**src/rtl/seq_controller.sv**
```systemverilog
// Fetch/execute sequencer for the 9-bit CPU: owns pc, instruction register,
// data-memory handshake and a small call/return stack.
module seq_controller #(
  parameter int PC_W   = 10,
  parameter int STK_D  = 4,
  parameter int MEM_TO = 15
) (
  input  logic            clk,
  input  logic            reset,
  input  logic            start,
  input  logic [8:0]      instr_i,
  output logic [PC_W-1:0] imem_addr,
  output logic            imem_en,
  output logic [8:0]      instr_q,
  input  logic            done_i,
  input  logic            mem_req_i,
  input  logic            mem_ack,
  output logic            mem_go,
  input  logic            br_take,
  input  logic [PC_W-1:0] br_target,
  input  logic            call_i,
  input  logic            ret_i,
  output logic            running,
  output logic            halted,
  output logic [1:0]      err
);

  localparam int SP_W = $clog2(STK_D + 1);
  localparam int SI_W = (STK_D > 1) ? $clog2(STK_D) : 1;
  localparam int TO_W = $clog2(MEM_TO + 1);

  localparam logic [2:0] S_IDLE  = 3'd0;
  localparam logic [2:0] S_FETCH = 3'd1;
  localparam logic [2:0] S_EXEC  = 3'd2;
  localparam logic [2:0] S_MEMW  = 3'd3;
  localparam logic [2:0] S_HALT  = 3'd4;

  localparam logic [1:0] E_OVF = 2'd1;
  localparam logic [1:0] E_UNF = 2'd2;
  localparam logic [1:0] E_TMO = 2'd3;

  logic [2:0]      r_state;
  logic [PC_W-1:0] r_pc;
  logic [8:0]      r_instr;
  logic [SP_W-1:0] r_sp;
  logic [1:0]      r_err;
  logic [TO_W-1:0] r_tcnt;
  logic [PC_W-1:0] r_stk [STK_D];

  logic [PC_W-1:0] w_pc_inc;
  logic [TO_W-1:0] w_tnext;
  logic            w_stk_full;
  logic            w_stk_empty;
  logic [SI_W-1:0] w_push_idx;
  logic [SI_W-1:0] w_pop_idx;

  // pc+1 wraps naturally at PC_W bits; the wrapped value is what gets pushed
  assign w_pc_inc    = r_pc + 1'b1;
  assign w_tnext     = r_tcnt + 1'b1;
  assign w_stk_full  = (r_sp == SP_W'(STK_D));
  assign w_stk_empty = (r_sp == '0);
  assign w_push_idx  = SI_W'(r_sp);
  assign w_pop_idx   = SI_W'(r_sp - 1'b1);

  always_ff @(posedge clk or posedge reset) begin
    if (reset) begin
      r_state <= S_IDLE;
      r_pc    <= '0;
      r_instr <= '0;
      r_sp    <= '0;
      r_err   <= '0;
      r_tcnt  <= '0;
      for (int i = 0; i < STK_D; i++) r_stk[i] <= '0;
    end else begin
      case (r_state)
        S_IDLE: begin
          if (start) begin
            r_pc    <= '0;
            r_state <= S_FETCH;
          end
        end
        S_FETCH: begin
          r_instr <= instr_i;
          r_state <= S_EXEC;
        end
        S_EXEC: begin
          // call outranks ret and consumes br_target itself
          if (done_i) begin
            r_state <= S_HALT;
          end else if (mem_req_i) begin
            r_tcnt  <= '0;
            r_state <= S_MEMW;
          end else if (call_i) begin
            if (w_stk_full) begin
              r_err   <= E_OVF;
              r_state <= S_HALT;
            end else begin
              r_stk[w_push_idx] <= w_pc_inc;
              r_sp              <= r_sp + 1'b1;
              r_pc              <= br_target;
              r_state           <= S_FETCH;
            end
          end else if (ret_i) begin
            if (w_stk_empty) begin
              r_err   <= E_UNF;
              r_state <= S_HALT;
            end else begin
              r_sp    <= r_sp - 1'b1;
              r_pc    <= r_stk[w_pop_idx];
              r_state <= S_FETCH;
            end
          end else if (br_take) begin
            r_pc    <= br_target;
            r_state <= S_FETCH;
          end else begin
            r_pc    <= w_pc_inc;
            r_state <= S_FETCH;
          end
        end
        S_MEMW: begin
          // an ack on the final allowed cycle still counts as success
          if (mem_ack) begin
            r_pc    <= w_pc_inc;
            r_tcnt  <= '0;
            r_state <= S_FETCH;
          end else if (w_tnext == TO_W'(MEM_TO)) begin
            r_err   <= E_TMO;
            r_tcnt  <= '0;
            r_state <= S_HALT;
          end else begin
            r_tcnt <= w_tnext;
          end
        end
        S_HALT: begin
          if (start) begin
            r_err   <= '0;
            r_sp    <= '0;
            r_pc    <= '0;
            r_state <= S_FETCH;
          end
        end
        default: r_state <= S_IDLE;
      endcase
    end
  end

  // state-decoded outputs so an async reset drops mem_go immediately
  assign imem_addr = r_pc;
  assign imem_en   = (r_state == S_FETCH);
  assign instr_q   = r_instr;
  assign mem_go    = (r_state == S_MEMW);
  assign running   = (r_state == S_FETCH) || (r_state == S_EXEC) || (r_state == S_MEMW);
  assign halted    = (r_state == S_HALT);
  assign err       = r_err;

endmodule

```
**config.mk**
```make
export PLATFORM = sky130hd
export DESIGN_NAME = seq_controller
export DESIGN_NICKNAME = d
export VERILOG_FILES = /design/src/rtl/seq_controller.sv
export SDC_FILE = /design/constraint.sdc
export NUM_CORES = 1
export LEC_CHECK = 0
export CORE_MARGIN = 2
export CORE_UTILIZATION = 45
export DETAILED_ROUTE_END_ITERATION = 12
export PLACE_DENSITY = 0.7
export REMOVE_ABC_BUFFERS = 1
export SYNTH_ARGS = -nofsm -noshare
export SYNTH_HDL_FRONTEND = slang
export SYNTH_SLANG_ARGS = --single-unit
```
**constraint.sdc**
```tcl
create_clock -name clk -period 2.6 [get_ports clk]
set_input_delay 0.78 -clock clk [delete_from_list [all_inputs] [get_ports clk]]
set_output_delay 0.78 -clock clk [all_outputs]
set_load 0.02 [all_outputs]
```
==> results.toml <==
[pwr]
p_comb_frac = 0.473
p_sw_mw = 2.11
seq_power_share = 0.362
switching_share = 0.400
p_int_mw = 3.17
power_frac_clock = 0.164
cellPowerDensity_mw_per_mm2 = 1060
peakVddDrop_v = 0.000641
leakagePower_nw = 2.13

[die]
die-area_mm2 = 0.00952
pin_count = 53
core_mm2 = 0.00859
die_w_um = 97.6
die_h_um = 97.6
rows = 34
start_util = 0.459

[finish]
utilization = 0.580
num-nets-final = 512
antenna_cells = 0
drive_gt1_frac = 0.181
layout.cells.non_filler = 589
area_growth_pct = 26.5

[clocking]
cts_max_level = 3
cts_tree = "done"
clk_path_buf_depth = 2
worstSkewPairLatency_ns = 0.35
cts.sinks = 71
cts_root_buf = "clkbuf_8"
numCtsBuffers = 9
hold_buffers = 0
clk_pin_slew_ns = 0.07

[yosys]
ys_types = 69
seq_area_frac_synth = 0.451
async_reset_ff_frac = 1.00
syn_area_per_cell_um2 = 9.90
synth_ff_type = "dfrtp_1"
synth_edf_count = 0
syn_inst = 398
ys_ff_latch = 71
synth_area_mm2 = 0.00394
yosysWarningCount = 0

[sta]
max_freq_mhz = 398
slew_viol_final = 0
finalCriticalPeriod_ns = 2.51
finalHoldViolations = 0
tightest_slew_ns = 0.551
grt_setup_unrepaired = "no"
setup-violations-final = 0
setup_tns_ns = 0
slew_headroom = 0.623
period_share = 0.967
finalClockSkew_ns = 0.0119

[setup_path]
slowest_stage = "clkdlybuf4s50_1"
crit_chain = "nand3b_1 -> inv_1 -> clkdlybuf4s50_1"
cp.depth = 3
required_ns = 1.82
rr_worst_depth = 6
cp_max_fo = 12
cp.arrival_ns = 1.73
crit_path_max_incr_delay_ns = 0.60
start_kind = "flop"
cp_top_family = "buffers and inverters"
cp-end-kind = "output port"
worst-path-buf-inv = 2
critical_path_class = "flop to output port"

[grt]
track_usage = 0.223
grt_pass1_vias = 3369
grt_pass1_wl_um = 16800
grt_overflow = 0
antenna_found_initial = 0
grt_max_degree = 72

[placement]
place.gp.congestion = 0.897
post-place-cells = 573
port_buffers = 52
hpwl_um = 7570

[outcome]
status = "finished clean"

[detailed_routing]
wirelength_um = 10100
vias_per_cell = 5.65
ant_nets = 0
firstDrtPassIters = 5
wire_per_inst_um = 17.2
num_vias = 3327
drtIter0Drc = 184
drc_errors = 0

[hold_path]
hold_class = "flop to flop"
worstHoldPathCells = 2

[job]
max_cap_viol_count = 0
-- stage by stage --
stage	area, um2	hold WS, ns	worst slack (ns)	power (mW)
after floorplan	3830	0.444	-0.00729	3.36
after global placement	4790	0.459	-0.111	4.36
after detailed placement	4790	0.463	-0.145	4.44
after CTS	4980	0.480	0.0104	5.31
after global routing	4990	0.520	0.0244	5.65
final	4990	0.482	0.0866	5.28
-- layout by cell type, fill, tap and decap left out, types with 3 or more instances in the layout --
cell             netlist  final
buf_12                 0      3
nand3_1                8      8
o221ai_1               5      5
o21ai_0               44     44
buf_4                  2     33
clkbuf_8               0      9
mux4_2                 5      5
nand2b_1               3      3
o21a_1                 3      3
mux2i_1               10     10
nor3b_1                3      3
nor2b_1                4      4
dfrtp_1               71     70
a21oi_1               17     17
a21o_1                 3      3
xor2_1                 7      7
nand2_1               42     42
nand4_1                3      3
clkinv_2               0      3
or2_2                  3      3
a2bb2oi_1              3      3
ha_1                   8      8
inv_1                 12     11
o22a_1                 4      4
nor2_1                42     42
xnor2_1                4      4
clkdlybuf4s50_1        0     50
o21ai_1                5      5
mux2_2                15     15
nand3b_1               3      3
-- per-layer routing --
layer	part of all wire	wire length (um)	vias to the layer above	GRT usage
met3	0.069	700	12	0.0518
met5	0	0	-	0
met4	0.010	104	0	0.0630
met2	0.47	4720	120	0.360
met1	0.46	4620	1613	0.301
li1	-	-	1582	-
-- state kept, by name, indices dropped and copies added, names as in the netlist --
signal	cells
r_stk	40
imem_addr	10
instr_q	9
r_tcnt	4
r_sp	3
r_state	3
err	2
-- repair_timing --
action / CTS / global route
resized for setup: 1 / 2
endpoints found under the setup margin: 1 / 2
buffers inserted: 0 / 0
-- worst min-delay path, stage by stage (launching register included) --
cell and delay, ns:
dfrtp_1 0.34, nand2_1 0.05, o21ai_0 0.06
-- power by group through the flow --
| stage | clock, mW | combinational, mW | sequential (mW) |
|---|---|---|---|
| finish | 0.868 | 2.50 | 1.91 |
| global route | 0.942 | 2.73 | 1.97 |
| CTS | 0.887 | 2.52 | 1.91 |
| detailed placement | 0 | 2.51 | 1.93 |
| global placement | 0 | 2.46 | 1.90 |
| floorplan | 0 | 1.31 | 2.05 |
-- layout make-up --
cell class / instances / area [um2]
flip-flops and latches: 71 / 1780
inverters: 12 / 45.0
repair buffers: 88 / 830
clock inverters: 6 / 61.3
clock buffers: 10 / 128
multi-input cells: 294 / 2010
fillers: 749 / 3610
well taps: 108 / 135
-- cells in the mapped netlist (3+ instances only) --
master / count / area, um2
o221ai_1: 5 / 43.8
nor3b_1: 3 / 22.5
mux2_2: 15 / 169
mux4_2: 5 / 113
o22a_1: 4 / 35.0
a21oi_1: 17 / 85.1
ha_1: 8 / 100
buf_2: 7 / 35.0
nand2b_1: 3 / 18.8
mux2i_1: 10 / 100
o21ai_0: 44 / 220
a21o_1: 3 / 22.5
nand4_1: 3 / 18.8
nand3b_1: 3 / 22.5
o21a_1: 3 / 22.5
or2_2: 3 / 18.8
nor2_1: 42 / 158
xor2_1: 7 / 61.3
o21ai_1: 5 / 25.0
inv_1: 12 / 45.0
nand2_1: 42 / 158
nor2b_1: 4 / 25.0
a2bb2oi_1: 3 / 26.3
xnor2_1: 4 / 35.0
dfrtp_1: 71 / 1780
nand3_1: 8 / 40.0
clkbuf_1: 9 / 33.8
-- path summary, 6_finish.rpt --
| path | startpoint | endpoint | slack [ns] |
|---|---|---|---|
| max | r_state[2] | mem_go | 0.09 |
| min | r_stk[20] | r_stk[20] | 0.48 |
| max reg2reg | r_sp[1] | imem_addr[9] | 0.44 |
| min reg2reg | r_stk[20] | r_stk[20] | 0.48 |
| max in group asynchronous | reset | r_state[2] | 1.45 |
| min in group asynchronous | reset | r_stk[3] | 0.83 |
-- logic make-up after synthesis --
kind of cell,synth area share
compound gates,0.178
xor+xnor,0.0244
fa+ha+maj,0.0254
buf+inv,0.0394
flops,0.451
mux,0.101
simple gates,0.181
Power figures use the tool's default switching activity.
